--- config.mk ---
export PLATFORM = sky130hd
export DESIGN_NAME = ex3_to_bin_seq
export DESIGN_NICKNAME = d
export VERILOG_FILES = /design/src/rtl/ex3_to_bin_seq.sv
export SDC_FILE = /design/constraint.sdc
export NUM_CORES = 1
export LEC_CHECK = 0
export CORE_ASPECT_RATIO = 1.75
export CORE_MARGIN = 4
export CORE_UTILIZATION = 45
export CTS_CLUSTER_DIAMETER = 30
export DETAILED_ROUTE_END_ITERATION = 6
export PLACE_DENSITY_LB_ADDON = 0.05
export SKIP_CTS_REPAIR_TIMING = 1
export SYNTH_ARGS = -nofsm -noshare
export SYNTH_HDL_FRONTEND = slang
export SYNTH_SLANG_ARGS = --single-unit
--- constraint.sdc ---
create_clock -name clk -period 3 [get_ports clk]
set_input_delay 0.6 -clock clk [delete_from_list [all_inputs] [get_ports clk]]
set_output_delay 0.6 -clock clk [all_outputs]
set_load 0.005 [all_outputs]
--- src/rtl/ex3_to_bin_seq.sv ---
// Multi-digit excess-3 to binary converter, one digit per clock.
// Digits arrive packed MSD-first; result returns with an invalid-code flag.
module ex3_to_bin_seq #(
    parameter int DIGITS = 4,
    parameter int BIN_W  = 14
) (
    input  logic                  clk,
    input  logic                  rst,
    input  logic                  in_valid,
    output logic                  in_ready,
    input  logic [4*DIGITS-1:0]   ex3_in,
    output logic                  out_valid,
    input  logic                  out_ready,
    output logic [BIN_W-1:0]      bin_out,
    output logic                  err
);

    localparam int SH_W  = 4 * DIGITS;
    localparam int CNT_W = (DIGITS < 2) ? 1 : $clog2(DIGITS);

    typedef enum logic [1:0] {
        S_IDLE,
        S_CONV,
        S_DONE
    } state_t;

    state_t             r_state;
    state_t             w_next;

    logic [SH_W-1:0]    r_shift;
    logic [BIN_W-1:0]   r_acc;
    logic               r_err;
    logic [CNT_W-1:0]   r_cnt;

    logic               w_accept;
    logic               w_release;
    logic               w_last;
    logic [3:0]         w_digit;
    logic               w_code_ok;
    logic [3:0]         w_value;
    logic [BIN_W-1:0]   w_addend;
    logic [BIN_W-1:0]   w_acc_x10;
    logic [BIN_W-1:0]   w_acc_next;

    // Handshake events are qualified by the registered state only.
    assign w_accept  = in_valid & in_ready;
    assign w_release = out_valid & out_ready;
    assign w_last    = (r_cnt == CNT_W'(DIGITS - 1));

    // Digit decode: top nibble of the shift register, codes 3..12 legal.
    assign w_digit   = r_shift[SH_W-1 -: 4];
    assign w_code_ok = (w_digit >= 4'd3) && (w_digit <= 4'd12);
    assign w_value   = w_code_ok ? (w_digit - 4'd3) : 4'd0;
    assign w_addend  = BIN_W'(w_value);

    // acc*10 as shift-and-add, kept at BIN_W bits.
    assign w_acc_x10  = (r_acc << 3) + (r_acc << 1);
    assign w_acc_next = w_acc_x10 + w_addend;

    // State register.
    always_ff @(posedge clk or posedge rst) begin
        if (rst) begin
            r_state <= S_IDLE;
        end else begin
            r_state <= w_next;
        end
    end

    // Next-state and handshake outputs decoded from the current state.
    always_comb begin
        w_next    = r_state;
        in_ready  = 1'b0;
        out_valid = 1'b0;
        unique case (r_state)
            S_IDLE: begin
                in_ready = 1'b1;
                if (in_valid) begin
                    w_next = S_CONV;
                end
            end
            S_CONV: begin
                if (w_last) begin
                    w_next = S_DONE;
                end
            end
            S_DONE: begin
                out_valid = 1'b1;
                if (out_ready) begin
                    w_next = S_IDLE;
                end
            end
            default: begin
                w_next = S_IDLE;
            end
        endcase
    end

    // Datapath: load on accept, fold one digit per CONV cycle.
    always_ff @(posedge clk or posedge rst) begin
        if (rst) begin
            r_shift <= '0;
            r_acc   <= '0;
            r_err   <= 1'b0;
            r_cnt   <= '0;
        end else if (w_accept) begin
            r_shift <= ex3_in;
            r_acc   <= '0;
            r_err   <= 1'b0;
            r_cnt   <= '0;
        end else if (r_state == S_CONV) begin
            r_shift <= r_shift << 4;
            r_acc   <= w_acc_next;
            r_err   <= r_err | ~w_code_ok;
            r_cnt   <= r_cnt + CNT_W'(1);
        end
    end

    // Result is exposed only while holding a finished word.
    assign bin_out = (out_valid && !r_err) ? r_acc : '0;
    assign err     = out_valid & r_err;

    logic w_unused;
    assign w_unused = w_release;

endmodule

Yosys cells after proc, flatten, opt, wreduce, memory -nomap -nowiden
Index checks and enable logic that the tools add are counted.
{"block": "word_totals", "word_cells": 43, "output_inout_bits": 17, "in_bits": 20, "ff_bits": 35}
{"block": "classes", "n_eq_ne": 6, "n_addsub": 4, "mux": 16, "n_lt_le_gt_ge": 2, "n_reduce_logical": 6, "bitwise": 4}
{"op": "two-way mux 14 bit", "n": 3}
{"op": "two-way mux 16 bit", "n": 2}
{"op": "adder 14 bit", "n": 1}
{"op": "adder 14 x 4 -> 14 bit", "n": 1}
{"op": "two-way mux 2 bit", "n": 5}
{"op": "inequality test 2 bit (second input constant)", "n": 3}
{"op": "case mux 2 bit (3 select lines)", "n": 1}
{"op": "== test 2 bit (second input constant)", "n": 2}
{"op": ">= comparator 4 x 2 -> 1 bit (second input constant)", "n": 1}
{"op": "<= comparator 4 bit (second input constant)", "n": 1}
{"op": "two-way mux 1 bit", "n": 4}
{"op": "two-way mux 4 bit", "n": 1}
{"op": "subtractor 4 x 2 -> 4 bit (second input constant)", "n": 1}
{"op": "AND reduction 3 bit", "n": 1}
{"op": "adder 2 x 1 -> 2 bit (second input constant)", "n": 1}
{"op": "bitwise AND 1 bit", "n": 2}
{"op": "== test 2 x 1 -> 1 bit (second input constant)", "n": 1}
{"op": "logical AND 1 bit", "n": 2}
{"op": "logical NOT 2 bit", "n": 1}
{"op": "nonzero test 2 bit", "n": 1}
{"op": "logical NOT 1 bit", "n": 1}
{"op": "NOT 1 bit", "n": 1}
{"op": "bitwise OR 1 bit", "n": 1}

Depth between registers and ports, before layout
Gate-level depths: netlist of run 1.
{"block": "depth", "ltp_word": 6, "ltp_mapped": 14, "ltp_nobuf": 14}

Least setup slack after synthesis of run 1
No wires, ideal clock.
{"block": "synth_timing", "path_type": "register to register", "startpoint": "register r_shift[12]", "endpoint": "register r_acc[10]", "arrival_time_ns": 2.914, "t_required_ns": 2.871, "path_buffers": 0, "setup_ns": 0.129, "slack_ns": -0.043, "path_stages_with_launch": 15, "period_less_slack_ns": 3.043, "path_cell_list": "dfrtp_1 > inv_1 > ha_1 > inv_1 > a31oi_1 > nand2_1 > fa_1 > inv_1 > fa_1 > a21o_1 > a221oi_2 > o21bai_1 > a21oi_1 > xor2_1 > o21ai_1"}
{"block": "synth_between", "elab_chain_cells": 6, "word_cells_on_any_way": 8, "classes_between": "2 x add/sub; 2 x order compare; 3 x mux; 1 x reduce/logical"}
{"element": "start, declared", "line_no": "30", "text": "logic [SH_W-1:0] r_shift;"}
{"element": "start signal, assigned", "line_no": "106", "text": "r_shift <= ex3_in;"}
{"element": "start signal, assigned", "line_no": "111", "text": "r_shift <= r_shift << 4;"}
{"element": ">= comparator 4 x 2 -> 1 bit or <= comparator 4 bit (tied branches)", "line_no": "52", "text": "assign w_code_ok = (w_digit >= 4'd3) && (w_digit <= 4'd12);"}
{"element": "logical AND 1 bit", "line_no": "52"}
{"element": "two-way mux 4 bit (*)", "line_no": "53", "text": "assign w_value = w_code_ok ? (w_digit - 4'd3) : 4'd0;"}
{"element": "adder 14 x 4 -> 14 bit (*)", "line_no": "58", "text": "assign w_acc_next = w_acc_x10 + w_addend;"}
{"element": "two-way mux 14 bit (*)", "line_no": "110", "text": "end else if (r_state == S_CONV) begin"}
{"element": "two-way mux 14 bit (*)", "line_no": "105", "text": "end else if (w_accept) begin"}
{"element": "end signal, assigned", "line_no": "112", "text": "r_acc <= w_acc_next;"}
{"element": "end, declared", "line_no": "31", "text": "logic [BIN_W-1:0] r_acc;"}
Every way passes the cells marked *; elsewhere a longest branch is shown, timed or not. The select of a mux whose other input is x is not followed.
A chain may end at the register's enable or synchronous reset.

Final worst setup path of run 1
Same ends and word-level chain as after synthesis.

==> summary.txt, run 1 <==
Starting Density -> 47.4%
Clock tree from TritonCTS -> built
Share of async-settable or async-resettable flops after synthesis -> 100%
Average cell area after synthesis -> 9.19 µm²
Worst setup slack before clock tree synthesis -> -0.0546 ns
Drt drc -> 0
Number of synthesized flops with an enable pin -> 0
Summed instance area of the synthesized netlist -> 2250 µm²
1st-pass router iterations -> 4
Max_slew headroom -> 66.0%
Number of pins exceeding their max-slew limit in the final report -> 0
Final Hold Violating Endpoints -> 0
Fin crit period -> 2.98 ns
Die outline height -> 102 µm
Arrival time of data at the critical path endpoint -> 3.14 ns
Aggregate global routing overflow -> 0
Yosys synthesis warning count -> 0
Cts bufs inserted -> 5
Die Width -> 61.5 µm
Peak clock frequency supported by timing -> 336 MHz
HPWL after DPL -> 3.92 mm
Least-Margin Pin Slew -> 0.497 ns
Total Wirelength -> 5.29 mm
Gate count of the mapped netlist -> 245
Sequential share of the synthesized area -> 38.9%
Antenna diode instance count -> 0
Power density of the placed cells -> 1190 nW/µm²
Clock Sinks -> 35
Worst skew pair latency -> 0.29 ns
Final #Nets -> 337
Dominant synthesized flop cell -> sky130_fd_sc_hd__dfrtp_1
Period utilization -> 99.3%
Largest net degree at the start of global routing -> 36
Quantity of I/O buffers inserted on ports -> 36
Outcome -> finished, final reports clean
Routed via count divided by cell count -> 5.57
Number of nets produced by synthesis -> 292
Area of the die -> 6240 µm²
Number of nets with antenna violations after routing -> 0
Global-route wire length before repair -> 8.64 mm
Number of antenna violations at the first check in global routing -> 0
Post-synthesis register bit count -> 35
Number of non-filler instances in the completed layout -> 342
Violation count after the first detailed-routing iteration -> 34
Dpl cells -> 333
Static power due to leakage -> 1.34 nW
Critical path capture point type -> flip-flop
Floorplan row count -> 33
Worst Path Max Fanout -> 3
IR drop worst, VDD -> 762 µV
Top Ports -> 37
Layout overhead on the synthesized area -> 28.2%
Number of distinct library cells after synthesis -> 40
Clock transition time at the flip-flop clock pins of the worst setup and hold paths -> 0.07 ns
Bufs on Longest Clock Path -> 2
Wire length per cell -> 15.5 µm
Type of the worst setup path -> flip-flop to flip-flop
Filler cell count -> 414
CTS Root Cell -> sky130_fd_sc_hd__clkbuf_8
Number of global-route vias before repair -> 1964
Number of setup violations in the final report -> 0
Global routing usage summed across all routing layers -> 18.6%
Vias after detailed routing -> 1906
Worst Slack Setup Final -> 0.0215 ns
Ratio of cells with drive above 1 in the final layout -> 14.5%
RSZ-0062 raised after global routing -> true
H-tree levels -> 2
Core area -> 4750 µm²
Total Power Consumption -> 3.43 mW
Sum of negative setup slack -> 0 ns
Final weighted congestion of routability-driven global placement -> 0.816
Required time of the critical path -> 3.17 ns
Class of the tightest hold or removal check -> flip-flop to flip-flop
Critical path startpoint category -> flip-flop
Final worst clock skew -> 0.00437 ns
Max Cap Viol -> 0
==> flip-flops by register name (all words and copies together), names as in the netlist <==
signal / cells
r_state: 2
r_shift: 16
r_err: 1
r_cnt: 2
r_acc: 14
==> final cells by class <==
class / instances / area [µm²] / share of cell area [%]
clock buffers: 6 / 82.6 / 2.86
multi-input cells: 188 / 1360 / 47.1
clock inverters: 1 / 5.00 / 0.173
well taps: 52 / 65.1 / 2.25
inverters: 11 / 41.3 / 1.43
flip-flops and latches: 35 / 876 / 30.3
repair buffers: 49 / 458 / 15.9
==> placed cells by master, fill, tap and decap left out, types with 4 or more instances in the layout <==
master / netlist / routed
sky130_fd_sc_hd__dfrtp_1: 35 / 35
sky130_fd_sc_hd__xnor2_1: 7 / 7
sky130_fd_sc_hd__clkdlybuf4s50_1: 0 / 36
sky130_fd_sc_hd__inv_2: 0 / 4
sky130_fd_sc_hd__buf_4: 0 / 13
sky130_fd_sc_hd__ha_1: 25 / 22
sky130_fd_sc_hd__nor2_1: 6 / 5
sky130_fd_sc_hd__o21ai_0: 19 / 18
sky130_fd_sc_hd__and2_1: 15 / 15
sky130_fd_sc_hd__a22oi_1: 9 / 9
sky130_fd_sc_hd__a21oi_1: 8 / 5
sky130_fd_sc_hd__xor2_1: 5 / 5
sky130_fd_sc_hd__nand3_1: 6 / 6
sky130_fd_sc_hd__nand2_1: 45 / 45
sky130_fd_sc_hd__nor3_1: 10 / 9
sky130_fd_sc_hd__inv_1: 11 / 7
sky130_fd_sc_hd__clkbuf_8: 0 / 6
==> worst max-delay path, cell delays in order, from the launching register on <==
cell and delay [ns]:
sky130_fd_sc_hd__dfrtp_1 0.41, sky130_fd_sc_hd__inv_2 0.09, sky130_fd_sc_hd__ha_4 0.14, sky130_fd_sc_hd__inv_2 0.04, sky130_fd_sc_hd__a31oi_4 0.19, sky130_fd_sc_hd__nand2_1 0.10
sky130_fd_sc_hd__fa_1 0.50, sky130_fd_sc_hd__inv_2 0.05, sky130_fd_sc_hd__fa_2 0.34, sky130_fd_sc_hd__a21o_1 0.19, sky130_fd_sc_hd__a221oi_2 0.29, sky130_fd_sc_hd__o21bai_1 0.14
sky130_fd_sc_hd__a21oi_2 0.16, sky130_fd_sc_hd__xor2_1 0.15, sky130_fd_sc_hd__o21ai_1 0.08
==> routing by layer <==
layer | GRT usage, % | share of wire (%) | vias up
li1 | - | - | 946
met1 | 19.5 | 39 | 913
met2 | 34.7 | 55 | 38
met3 | 3.83 | 4.2 | 9
met4 | 6.54 | 1.9 | 0
met5 | 0 | 0 | -
==> path summary, 6_finish.rpt <==
path / startpoint / end / slack (ns) / cells past startpoint
max: r_shift[12] / r_acc[10] / 0.02 / 14
min: r_shift[11] / r_shift[11] / 0.48 / 2
max reg2reg: r_shift[12] / r_acc[10] / 0.02 / 14
min reg2reg: r_shift[11] / r_shift[11] / 0.48 / 2
max in group asynchronous: rst / r_shift[13] / 1.95 / 3
min in group asynchronous: rst / r_shift[2] / 0.72 / 3
==> report_power, final <==
part	total, mW	internal [mW]	switching, mW	leakage (nW)
registers	0.909	0.710	0.200	0.440
clock network	0.349	0.180	0.168	0.0470
logic	2.17	0.987	1.19	0.854
==> logic make-up (layout without fill, tap and decap cells) <==
group	Yosys count	after routing	share of synthesized area (%)
AO/OA/AOI/OAI	61	61	18.4
XOR/XNOR	12	12	4.67
adder cells (fa/ha/maj)	27	27	15.7
AND/OR/NAND/NOR	88	88	18.2
flip-flops	35	35	38.9
buffers and inverters	22	67	4.11
==> synthesized netlist by cell type (all sizes together), types with 2 or more instances <==
library cell	n	share of area (%)
nand3	6	1.3
clkbuf	8	1.3
a31o	2	0.78
nor2	6	1.0
o31ai	3	1.0
xnor2	7	2.7
a22oi	9	3.0
fa	2	1.8
dfrtp	35	39
nand2	45	7.5
ha	25	14
inv	11	1.8
nand2b	2	0.56
nor3	10	2.2
a21o	3	1.1
o21bai	3	1.2
a21oi	8	1.8
a221o	3	1.3
buf	3	0.94
xor2	5	1.9
o21ai	21	4.7
and2	15	4.2
==> per-stage QoR <==
| step | utilization, % | hold slack (ns) | instance area, µm² |
|---|---|---|---|
| 2_1_floorplan | - | 0.447 | 2260 |
| 3_3_place_gp | 57.2 | 0.462 | 2720 |
| 3_5_place_dp | 57.2 | 0.465 | 2720 |
| 4_1_cts | 59.1 | 0.483 | 2810 |
| 5_1_grt | 60.8 | 0.503 | 2890 |
| 6_report | 60.8 | 0.481 | 2890 |
No activity file was read; power rests on OpenSTA's default activity.
==> run 2: changes to the inputs <==
- ABC_CLOCK_PERIOD_IN_PS: default -> 3000
==> results of run 2 <==
Final layout, timing and power as in run 1 (identical DEF).
